### config.mk
export PLATFORM = sky130hd
export DESIGN_NAME = snoop_collector
export DESIGN_NICKNAME = d
export VERILOG_FILES = /design/src/rtl/snoop_collector.sv
export SDC_FILE = /design/constraint.sdc
export NUM_CORES = 1
export LEC_CHECK = 0
export CAP_MARGIN = 30
export CORE_ASPECT_RATIO = 0.8
export CORE_MARGIN = 3
export CORE_UTILIZATION = 25
export CTS_BUF_LIST = sky130_fd_sc_hd__clkbuf_8
export CTS_CLUSTER_SIZE = 8
export DETAILED_ROUTE_END_ITERATION = 6
export HOLD_SLACK_MARGIN = 0.12
export PLACE_DENSITY = 0.43
export SLEW_MARGIN = 5
export SYNTH_ARGS = -nofsm -noshare
export SYNTH_HDL_FRONTEND = slang
export SYNTH_SLANG_ARGS = --single-unit
### constraint.sdc
create_clock -name clk -period 2.7 [get_ports clk]
set_clock_uncertainty 0.1 [all_clocks]
set_input_delay 0.54 -clock clk [delete_from_list [all_inputs] [get_ports clk]]
set_output_delay 0.54 -clock clk [all_outputs]
set_load 0.01 [all_outputs]
### src/rtl/snoop_collector.sv
// Snoop collector: accepts one LLC bus operation at a time, gathers the snoop
// responses of the peer caches, merges them (HITM > HIT > NOHIT) and presents
// the merged result with a valid/ready handshake. WRITE needs no snoop data.
module snoop_collector #(
  parameter int NUM_SNOOPERS = 3,
  parameter int ADDRESS_SIZE = 32,
  parameter int TIMEOUT      = 16
) (
  input  logic                      clk,
  input  logic                      rst,
  input  logic                      req_valid,
  output logic                      req_ready,
  input  logic [ADDRESS_SIZE-1:0]   req_addr,
  input  logic [1:0]                req_op,
  input  logic [NUM_SNOOPERS-1:0]   snp_valid,
  input  logic [2*NUM_SNOOPERS-1:0] snp_result,
  output logic                      done_valid,
  input  logic                      done_ready,
  output logic [ADDRESS_SIZE-1:0]   done_addr,
  output logic [1:0]                done_result,
  output logic                      done_timeout
);

  localparam logic [1:0] OP_WRITE   = 2'b01;
  localparam logic [1:0] RES_NOHIT  = 2'b00;
  localparam logic [1:0] RES_HIT    = 2'b01;
  localparam logic [1:0] RES_HITM   = 2'b10;
  localparam logic [7:0] TIMER_LAST = 8'(TIMEOUT - 1);

  typedef enum logic [1:0] {
    IDLE,
    COLLECT,
    RESPOND
  } state_t;

  state_t                    state;
  logic [ADDRESS_SIZE-1:0]   addr;
  logic [NUM_SNOOPERS-1:0]   mask;
  logic [NUM_SNOOPERS-1:0]   next_mask;
  logic [1:0]                merged;
  logic [1:0]                next_merged;
  logic [7:0]                timer;

  // Priority merge; the reserved code falls through to NOHIT.
  function automatic logic [1:0] merge2(input logic [1:0] a, input logic [1:0] b);
    if (a == RES_HITM || b == RES_HITM) begin
      return RES_HITM;
    end else if (a == RES_HIT || b == RES_HIT) begin
      return RES_HIT;
    end else begin
      return RES_NOHIT;
    end
  endfunction

  // Fold this cycle's first-time arrivals into the received mask and merged result.
  always_comb begin
    next_mask   = mask;
    next_merged = merged;
    for (int unsigned i = 0; i < NUM_SNOOPERS; i++) begin
      if (snp_valid[i] && !mask[i]) begin
        next_mask[i] = 1'b1;
        next_merged  = merge2(next_merged, snp_result[2*i +: 2]);
      end
    end
  end

  // Control FSM with registered handshake and result outputs.
  always_ff @(posedge clk) begin
    if (rst) begin
      state        <= IDLE;
      req_ready    <= 1'b1;
      done_valid   <= 1'b0;
      done_addr    <= '0;
      done_result  <= RES_NOHIT;
      done_timeout <= 1'b0;
      addr         <= '0;
      mask         <= '0;
      merged       <= RES_NOHIT;
      timer        <= '0;
    end else begin
      case (state)
        IDLE: begin
          if (req_valid) begin
            addr      <= req_addr;
            req_ready <= 1'b0;
            if (req_op == OP_WRITE) begin
              state        <= RESPOND;
              done_valid   <= 1'b1;
              done_addr    <= req_addr;
              done_result  <= RES_NOHIT;
              done_timeout <= 1'b0;
            end else begin
              state  <= COLLECT;
              mask   <= '0;
              merged <= RES_NOHIT;
              timer  <= '0;
            end
          end
        end
        COLLECT: begin
          mask   <= next_mask;
          merged <= next_merged;
          // Completion is tested first so it wins over a simultaneous timeout.
          if (&next_mask) begin
            state        <= RESPOND;
            done_valid   <= 1'b1;
            done_addr    <= addr;
            done_result  <= next_merged;
            done_timeout <= 1'b0;
          end else if (timer == TIMER_LAST) begin
            state        <= RESPOND;
            done_valid   <= 1'b1;
            done_addr    <= addr;
            done_result  <= next_merged;
            done_timeout <= 1'b1;
          end else begin
            timer <= timer + 8'd1;
          end
        end
        RESPOND: begin
          if (done_ready) begin
            state      <= IDLE;
            done_valid <= 1'b0;
            req_ready  <= 1'b1;
          end
        end
        default: begin
          state      <= IDLE;
          done_valid <= 1'b0;
          req_ready  <= 1'b1;
        end
      endcase
    end
  end

endmodule

==> impl_metrics.env <==
export IMPL_status="finished, final reports clean"
export IMPL_antenna_found_initial=0
export IMPL_slew_violations=0
export IMPL_hold_violations=0
export IMPL_switching_share_pct=33.21
export IMPL_drt_iter0_markers=201
export IMPL_synth_async_reset_ratio_pct=0
export IMPL_rows=38
export IMPL_synth_edf_count=0
export IMPL_grt_pass1_vias=3175
export IMPL_ys_top_cells_by_area="dfxtp_1, nand2_1, a311oi_1, a21oi_1, nor2_1"
export IMPL_htree_levels=3
export IMPL_io_buffers=83
export IMPL_crit_family="compound AO/OA/AOI/OAI gates"
export IMPL_cts_clk_slew_worst_paths_ns=0.09
export IMPL_cts_max_path_buffers=2
export IMPL_total_power_w=0.003225
export IMPL_critPathKind="input pin to flip-flop"
export IMPL_reg2regPathDepth=6
export IMPL_post_cts_resized=0
export IMPL_max_freq_mhz=423.7
export IMPL_peakVddDrop_mv=0.2652
export IMPL_p_leak_nw=1.676
export IMPL_p_int_w=0.002154
export IMPL_ys_types=44
export IMPL_areaGrowthSynthToFinish_pct=33.02
export IMPL_p_per_area_mw_per_mm2=672.8
export IMPL_crit_arrival_ns=2.54
export IMPL_die_height_um=113.4
export IMPL_synth_seq_cells=84
export IMPL_yosys_warnings=0
export IMPL_slew_headroom_pct=61.25
export IMPL_cap_violations=0
export IMPL_p_sw_w=0.001071
export IMPL_first_pass_iters=4
export IMPL_ctsHoldBuffers=0
export IMPL_power_frac_comb_pct=28.4
export IMPL_grt_total_usage_pct=13.24
export IMPL_cts_root_buf="clkbuf_8"
export IMPL_setup_violations=0
export IMPL_num_antenna_cells=0
export IMPL_drtAntennaViolNets=0
export IMPL_setup_worst_path_start_class="input pin"
export IMPL_syn_num_nets=507
export IMPL_fp_dieW_um=140.2
export IMPL_cp_slowest_cell="or4_1"
export IMPL_slowest_delay_ns=0.53
export IMPL_rrSetupSlack_ns=0.54
export IMPL_hpwl_mm=6.825
export IMPL_finalWirelength_mm=10.35
export IMPL_r2r_end="timer[5]"
export IMPL_vias_per_cell=4.684
export IMPL_wl_per_cell_um=14.46
export IMPL_clock_sinks=84
export IMPL_synth_cells=459
export IMPL_core_area_mm2=0.01384
export IMPL_yosysMostFrequentCell="nand2_1"
export IMPL_grt_setup_unrepaired="no"
export IMPL_synth_common_cells="nand2_1, dfxtp_1, a21oi_1"
export IMPL_grt_start_max_net_pins=36
export IMPL_tightestPinTransition_ns=0.5798
export IMPL_grt_ovfl_total=0
export IMPL_crit_chain="clkdlybuf4s50_1 -> o22ai_1 -> nor2_1 -> o41a_1 -> or4_1 -> a21oi_1"
export IMPL_insertion_delay_ns=0.36
export IMPL_fin_util_pct=34.64
export IMPL_grt_pass1_wl_mm=16.93
export IMPL_start_util_pct=26.04
export IMPL_min_to="addr[9]"
export IMPL_gp_congestion=0.7659
export IMPL_yosysTopAreaCell="dfxtp_1"
export IMPL_cp_num_buf_inv=1
export IMPL_required_ns=2.88
export IMPL_seq_power_share_pct=46.1
export IMPL_yosysTopAreaCellShare_pct=46.67
export IMPL_cts_tree="yes"
export IMPL_period_needed_ns=2.360
export IMPL_cp_max_fo=9
export IMPL_drive_gt1_share_pct=6.343
export IMPL_cts_buffers=9
export IMPL_post_cts_buffers=0
export IMPL_drc_errors=0
export IMPL_io_pins=84
export IMPL_final_nets=579
export IMPL_yosysSeqAreaShare_pct=46.67
export IMPL_setup_tns_ns=0
export IMPL_ys_flop_type="dfxtp_1"
export IMPL_p_clk_share_pct=25.6
export IMPL_vias=3354
export IMPL_syn_area_mm2=0.003603
export IMPL_period_share_pct=87.42
export IMPL_crit_path_end_kind="flip-flop"
export IMPL_worstReg2RegStart="timer[0]"
export IMPL_hp_class="flip-flop to flip-flop"
export IMPL_syn_area_per_cell_um2=7.851
export IMPL_hp_start="addr[9]"
export IMPL_whs_path_depth=2
export IMPL_die_area_mm2=0.01590
-- area by class of cell --
cell class	count	area [um2]
Fill cell	1455	9042
Multi-Input combinational cell	334	1747
Sequential cell	84	1682
Timing Repair Buffer	94	933.4
Tap cell	180	225.2
Clock buffer	9	123.9
Clock inverter	7	52.55
Inverter	8	30.03
-- metal layers --
metal	track usage [%]	routed length, um
met1	18.63	5259
met2	20.22	4511
met3	3.479	480
met4	3.486	103
met5	0	0
-- stage by stage --
step | cells | instance area [um2] | setup WS [ns] | hold WS [ns]
6_report | 716 | 4793 | 0.3397 | 0.3566
3_3_place_gp | 700 | 4617 | 0.04838 | 0.3417
3_5_place_dp | 700 | 4617 | -0.02745 | 0.3467
4_1_cts | 716 | 4793 | 0.3639 | 0.3599
5_1_grt | 716 | 4793 | 0.2223 | 0.3772
2_1_floorplan | 459 | 3603 | 0.7337 | 0.3366
-- sequential cells by signal (all words and copies together), names as in the netlist --
signal	flops
req_ready	1
done_addr	32
done_valid	1
done_result	2
done_timeout	1
mask	3
merged	2
timer	8
addr	32
state	2
-- cells by family after synthesis --
| logic type | Yosys count | share of synthesized area, % |
|---|---|---|
| fa+ha+maj | 2 | 0.6250 |
| simple gates | 220 | 26.11 |
| flops | 84 | 46.67 |
| buf+inv | 41 | 5.243 |
| mux | 2 | 0.5556 |
| compound gates | 110 | 20.80 |
-- power groups by stage --
stage | registers, W | logic [W] | clock network (W)
floorplan | 0.00153 | 0.000482 | 0
global placement | 0.00152 | 0.000924 | 0
detailed placement | 0.00152 | 0.000933 | 0
CTS | 0.00149 | 0.000935 | 0.000874
global route | 0.00151 | 0.00102 | 0.000916
finish | 0.00149 | 0.000914 | 0.000824
-- worst max path at each step --
stage                   from        end  cells after the start
2_1_floorplan  snp_result[0]  merged[0]                      5
3_3_place_gp    snp_valid[1]   timer[5]                      6
3_5_place_dp    snp_valid[1]   timer[5]                      6
4_1_cts         snp_valid[1]   timer[5]                      6
5_1_grt         snp_valid[1]   timer[5]                      6
6_report        snp_valid[1]   timer[5]                      6
-- worst min-delay path: stages (launching register included) --
cell     delay (ns)
dfxtp_1        0.32
nand2_1        0.05
a21oi_1        0.05
-- cells in the final DEF (no fill, tap or decap), types with 2 or more instances in the layout --
master	synthesis	final
nand2_1	138	138
dfxtp_1	84	84
clkdlybuf4s50_1	0	82
a21oi_1	46	46
nor2_1	45	45
a311oi_1	32	32
clkbuf_8	0	9
buf_4	1	9
inv_1	8	8
o21ai_0	8	8
nand2b_1	6	6
or4_1	5	5
or3_1	5	5
nand3_1	4	4
nor2b_1	5	4
o31ai_1	4	4
clkinvlp_4	0	4
o21a_1	3	3
nor3_1	3	3
a211oi_1	3	3
o21ai_1	2	2
o211ai_1	2	2
mux2i_1	2	2
buf_12	0	2
No activity file was read; power rests on OpenSTA's default activity.
